<file path="config.mk">
export PLATFORM = sky130hd
export DESIGN_NAME = sync_shift_ctrl
export DESIGN_NICKNAME = d
export VERILOG_FILES = /design/src/rtl/sync_shift_ctrl.sv
export SDC_FILE = /design/constraint.sdc
export NUM_CORES = 1
export LEC_CHECK = 0
export CAP_MARGIN = 20
export CORE_MARGIN = 5
export CORE_UTILIZATION = 31
export CTS_BUF_LIST = sky130_fd_sc_hd__clkbuf_2
export DETAILED_ROUTE_END_ITERATION = 7
export HOLD_SLACK_MARGIN = 0.08
export PLACE_DENSITY = 0.53
export REMOVE_ABC_BUFFERS = 1
export SLEW_MARGIN = 40
export SYNTH_ARGS = -nofsm -noshare
export SYNTH_HDL_FRONTEND = slang
export SYNTH_SLANG_ARGS = --single-unit
</file>
<file path="constraint.sdc">
create_clock -name clk -period 4.8 [get_ports clk]
set_clock_uncertainty 0.2 [all_clocks]
set_input_delay 0.96 -clock clk [delete_from_list [all_inputs] [get_ports clk]]
set_output_delay 0.96 -clock clk [all_outputs]
set_load 0.005 [all_outputs]
</file>
<file path="src/rtl/sync_shift_ctrl.sv">
// Sequencer for the rfin synchroniser: arms it, waits for lock, then opens
// a programmable sh_en window with lock timeout, abort and done/error status.
module sync_shift_ctrl #(
   parameter int CNT_W      = 8,
   parameter int TO_W       = 16,
   parameter int SETTLE_CYC = 2
) (
   input  logic             clk,
   input  logic             rst,
   input  logic             start,
   input  logic             abort,
   input  logic             sync_state,
   input  logic [CNT_W-1:0] shift_len,
   input  logic [TO_W-1:0]  timeout,
   output logic             sh_en,
   output logic             fsm_rst,
   output logic             busy,
   output logic             done,
   output logic             timeout_err,
   output logic [CNT_W-1:0] shift_cnt
);

   localparam int SC_W = (SETTLE_CYC > 1) ? $clog2(SETTLE_CYC) : 1;
   localparam logic [SC_W-1:0] SC_INIT = SC_W'(SETTLE_CYC - 1);

   localparam logic [2:0] S_IDLE   = 3'd0;
   localparam logic [2:0] S_ARM    = 3'd1;
   localparam logic [2:0] S_WAIT   = 3'd2;
   localparam logic [2:0] S_SETTLE = 3'd3;
   localparam logic [2:0] S_SHIFT  = 3'd4;
   localparam logic [2:0] S_DONE   = 3'd5;
   localparam logic [2:0] S_ERR    = 3'd6;
   localparam logic [2:0] S_CLEAR  = 3'd7;

   logic [2:0]       state;
   logic [CNT_W-1:0] len_q;
   logic [TO_W-1:0]  to_q;
   logic [TO_W-1:0]  tcnt;
   logic [SC_W-1:0]  scnt;

   always_ff @(posedge clk) begin
      if (rst) begin
         state     <= S_IDLE;
         len_q     <= '0;
         to_q      <= '0;
         tcnt      <= '0;
         scnt      <= '0;
         shift_cnt <= '0;
      end else begin
         case (state)
            S_IDLE: begin
               if (start && !abort) begin
                  state     <= S_ARM;
                  len_q     <= shift_len;
                  to_q      <= timeout;
                  shift_cnt <= '0;
               end
            end
            S_ARM: begin
               if (abort) state <= S_CLEAR;
               else begin
                  state <= S_WAIT;
                  tcnt  <= to_q;
               end
            end
            S_WAIT: begin
               // Lock takes priority over a timeout expiring on the same edge.
               if (abort) state <= S_CLEAR;
               else if (sync_state) begin
                  state <= S_SETTLE;
                  scnt  <= SC_INIT;
               end else if (to_q != '0) begin
                  if (tcnt == TO_W'(1)) state <= S_ERR;
                  else                  tcnt  <= tcnt - TO_W'(1);
               end
            end
            S_SETTLE: begin
               if (abort) state <= S_CLEAR;
               else if (scnt == '0) state <= (len_q == '0) ? S_DONE : S_SHIFT;
               else scnt <= scnt - SC_W'(1);
            end
            S_SHIFT: begin
               // Count the cycle just issued, even when it is cut short by abort.
               shift_cnt <= shift_cnt + CNT_W'(1);
               if (abort) state <= S_CLEAR;
               else if (shift_cnt == len_q - CNT_W'(1)) state <= S_DONE;
            end
            S_DONE, S_ERR, S_CLEAR: state <= S_IDLE;
            default: state <= S_IDLE;
         endcase
      end
   end

   assign sh_en       = (state == S_SHIFT);
   assign fsm_rst     = (state == S_ARM) || (state == S_ERR) || (state == S_CLEAR);
   assign busy        = (state != S_IDLE);
   assign done        = (state == S_DONE);
   assign timeout_err = (state == S_ERR);

endmodule

</file>
Yosys cells after proc, flatten, opt, wreduce, memory -nomap -nowiden:

Index checks and enable logic that the tools add are counted.
W data, S select, Z words.

* register bits: 52
* bits in latches: 0
* memory bits (writable): 0
* memory bits (read-only): 0
* input bits: 29
* output and inout bits: 13
* logic and storage cells: 73
* memories kept: 0

* add/subtract/negate cells: 4
* multipliers: 0
* divide/modulo/power cells: 0
* order comparisons: 0
* eq/ne operators: 21
* shifts and indexed selects: 0
* multiplexer cells: 25
* bitwise operators: 0
* reduce and logical (&&, ||, !) cells: 17

Operators with widths (count)
* $mux W16: 5
* $pmux W16 S2: 1
* $mux W3: 10
* $pmux W3 S6: 1
* $eq A16 B1 Y1 const B: 1
* $ne A2 B2 Y1 const B: 8
* $pmux W8 S2: 1
* $reduce_bool A16 Y1: 1
* $sub A16 B1 Y16 const B: 1
* $eq A3 B3 Y1 const B: 4
* $add A8 B1 Y8 const B: 1
* $eq A8 B8 Y1: 1
* $logic_not A8 Y1: 1
* $mux W8: 1
* $ne A4 B4 Y1 const B: 2
* $sub A8 B1 Y8 const B: 1
* $eq A3 B2 Y1 const B: 2
* $reduce_and A6 Y1: 1
* $reduce_bool A2 Y1: 3
* $mux W1: 5
* $reduce_and A5 Y1: 1
* $reduce_and A2 Y1: 2
* $reduce_and A4 Y1: 1
* $eq A3 B1 Y1 const B: 1
* 10 further kinds: 11

Longest topological paths before layout:

* word-level depth: 6
* mapped depth: 10
* mapped depth without buffers: 8

Least setup slack after synthesis:

OpenSTA, ideal clock, no wires.

* path type: input to register
* start point: input sync_state
* end point: register tcnt[11]
* setup time: 0.132 ns
* arrival time: 2.178 ns
* data required time: 4.468 ns
* setup slack: 2.290 ns
* stages: 7
* path buffers: 2
* path through: o21ai_0 > nor2_1 > or4_1 > clkbuf_1 > clkbuf_1 > o21ai_0 > a21oi_1

* longest elaborated chain between the ends: 2

RTL lines
* from (decl): RTL line 12 `input logic sync_state,`
* $ne A2 B2 Y1 (no line)
* $reduce_and A6 Y1 (no line)
* to (signal assigned): RTL line 63 `tcnt <= to_q;`
* to (signal assigned): RTL line 74 `else tcnt <= tcnt - TO_W'(1);`
* to (decl): RTL line 38 `logic [TO_W-1:0] tcnt;`

Every way passes these cells.
A chain may end at the register's enable or synchronous reset.

Worst setup path after layout:

* start point: register state[2]
* end point: output sh_en

* longest elaborated chain between the ends: 1

RTL lines
* from (decl): RTL line 35 `logic [2:0] state;`
* from (signal assigned): RTL line 79 `else if (scnt == '0) state <= (len_q == '0) ? S_DONE : S_SHIFT;`
* $eq A3 B3 Y1: RTL line 94 `assign sh_en = (state == S_SHIFT);`
* to (decl): RTL line 15 `output logic sh_en,`

Every way passes these cells.

==> flow_summary_export.csv <==
group,metric,value,unit
drt,drt_iter0_markers,112,
yosys,synth_flop_cell,"dfxtp_1",
yosys,yosysTopAreaCell,"dfxtp_1",
clock_tree,clock_latency,430,ps
power_and_ir_drop,ir_worst_vdd,210,uV
power_and_ir_drop,p_leak,1.16,nW
sta,rsz0062_at_grt,"false",
clock_tree,cts.sinks,52,
power_and_ir_drop,power_density,513,nW/um^2
setup_path,path_class,"flop to output port",
placement,gp_congestion,0.812,
layout,drive_gt1_frac,0.0521,
sta,max_slew_margin,0.512,
placement,port_buffers,41,
global_route,overflow,0,
global_route,grtUsageMet3,0.0257,
placement,dp_hpwl,5.20,mm
yosys,postSynthAreaPerCell,7.17,um^2
clock_tree,clockBufferDepth,2,
die,ios,42,
yosys,synth.ff_latch_count,52,
yosys,syn_inst,394,
global_route,grtUsageTotal,0.138,
layout,area_delta_synth_final,20.5,%
drt,drc_errors,0,
power_and_ir_drop,power,1.75,mW
setup_path,crit_path_end_kind,"output port",
placement,dpl_cell_area,3320,um^2
sta,fin_tns_setup,0,ps
global_route,use_met2,0.203,
sta,worst_pin_slew,730,ps
clock_tree,numCtsBuffers,5,
clock_tree,htree_levels,2,
global_route,grt_max_degree,53,
die,initial_core_util,0.321,
drt,totalWireLength,7.51,mm
yosys,yosys-top-cells-area,"dfxtp_1, nand2_1, a21oi_1",
sta,report.final.hold_viol_count,0,
global_route,antenna_found_initial,1,
drt,ant_nets,0,
clock_tree,cts_setup_buffers,0,
yosys,synth_top_area_share,0.368,
setup_path,crit_path_max_fanout,15,
yosys,ys_types,44,
yosys,seq_area_frac_synth,0.368,
layout,fin_area,3400,um^2
setup_path,required,3640,ps
layout,mostFrequentLayoutCell,"nand2_1",
drt,via_count,2758,
sta,fmax,284,MHz
clock_tree,clk_pin_slew,250,ps
yosys,synth_edf_count,0,
global_route,top_usage_layer,"met1",
status,status,"completed",
yosys,yosys_warnings,0,
drt,drtPass1Iterations,4,
clock_tree,tritoncts,"yes",
clock_tree,holdBufCountCts,0,
job,maxCapViolCount,0,
drt,wl_per_cell,14.1,um
global_route,grtUsageMet1,0.205,
layout,post-route-util,0.387,
layout,register_area,1040,um^2
setup_path,cp-start-kind,"flop",
drt,vias_per_cell,5.19,
layout,final_cell_mix,"nand2_1, dfxtp_1, a21oi_1, clkdlybuf4s50_1, nor2_1",
layout,multi_input_area,1670,um^2
sta,drv_slew,0,
clock_tree,cts_resized,0,
hold_path,min_path_type,"flop to flop",
die,dieHeight,105,um
sta,fin_crit,3520,ps
yosys,syn_area,2830,um^2
layout,fillerInstances,967,
die,fp.coreArea,8810,um^2
die,die_area,11100,um^2
layout,layout.nets,456,
sta,setup_violations,0,
global_route,grt_pass1_vias,2596,
die,rows,34,
die,die_w,105,um
global_route,grt_first_pass_wirelength,12.8,mm
sta,period_share,0.734,
placement,preCtsSetupSlack,1580,ps
sta,worst_slack,1280,ps
setup_path,crit_arrival,2360,ps
yosys,async_reset_ff_frac,0,
clock_tree,cts_root_buf,"clkbuf_2",
## area by class of cell
class / count / share of cell area
Clock inverter: 2 / 0.0176
Tap cell: 108 / 0.0397
Sequential cell: 52 / 0.306
Timing Repair Buffer: 44 / 0.127
Multi-Input combinational cell: 310 / 0.492
Clock buffer: 5 / 0.00735
Antenna cell: 1 / 0.000735
Inverter: 9 / 0.00992
## synthesized netlist by cell type, types with 2 or more instances
library cell,count
inv_1,8
nand3b_1,3
or4_1,2
nor4_1,7
dfxtp_1,52
a221oi_1,3
and3_1,3
o211ai_1,2
clkbuf_1,22
nor2_1,32
o21ai_0,27
or4_4,3
nor3b_1,4
nor3_1,11
o41ai_1,2
nand4_1,3
nand2_1,95
nand3_1,12
mux2_2,3
xor2_1,6
a21oi_1,51
or3_1,2
nor4b_1,3
ha_1,5
xnor2_1,7
a31oi_1,5
and2_1,2
a21o_1,2
nor2b_1,2
## where the power goes
| part | total [mW] | internal (mW) | switching (mW) |
|---|---|---|---|
| Sequential | 0.609 | 0.501 | 0.108 |
| Combinational | 0.862 | 0.362 | 0.500 |
| Clock | 0.276 | 0.137 | 0.139 |
| Total | 1.75 | 1.00 | 0.747 |
## through the flow
step,instances,hold slack (ps)
2_1_floorplan,371,243
3_3_place_gp,523,265
3_5_place_dp,523,268
4_1_cts,530,297
5_1_grt,531,321
6_report,531,295
## worst max-delay path, cell delays in order (launching register included)
cell and delay [ps]:
dfxtp_1 670, or3b_2 550, inv_1 190, clkdlybuf4s50_1 540
## state kept, by name, indices dropped and copies added, names as in the netlist
register	cells
tcnt	16
to_q	16
len_q	8
shift_cnt	8
state	3
scnt	1
## path summary, 6_finish.rpt
check,from,endpoint,slack (ps),cells past startpoint
setup / recovery,state[2],sh_en,1280,3
hold / removal,to_q[12],to_q[12],300,2
setup reg to reg,tcnt[0],tcnt[14],2020,8
hold reg to reg,to_q[12],to_q[12],300,2
## cell families (layout without fill, tap and decap cells)
logic type,count (synthesis),after routing,synth area share
AND/OR/NAND/NOR,189,189,0.314
AO/OA/AOI/OAI,99,99,0.197
flip-flops,52,52,0.368
buffers and inverters,32,60,0.0425
XOR/XNOR,13,13,0.0403
adder cells (fa/ha/maj),5,5,0.0221
multiplexers,4,4,0.0155
other,0,1,0
## routing by layer
metal / share of wire / vias to the layer above / routed length [um]
li1: - / 1422 / -
met1: 0.52 / 1281 / 3900
met2: 0.43 / 50 / 3240
met3: 0.039 / 5 / 294
met4: 0.010 / 0 / 78
met5: 0 / - / 0
Power figures use the tool's default switching activity.
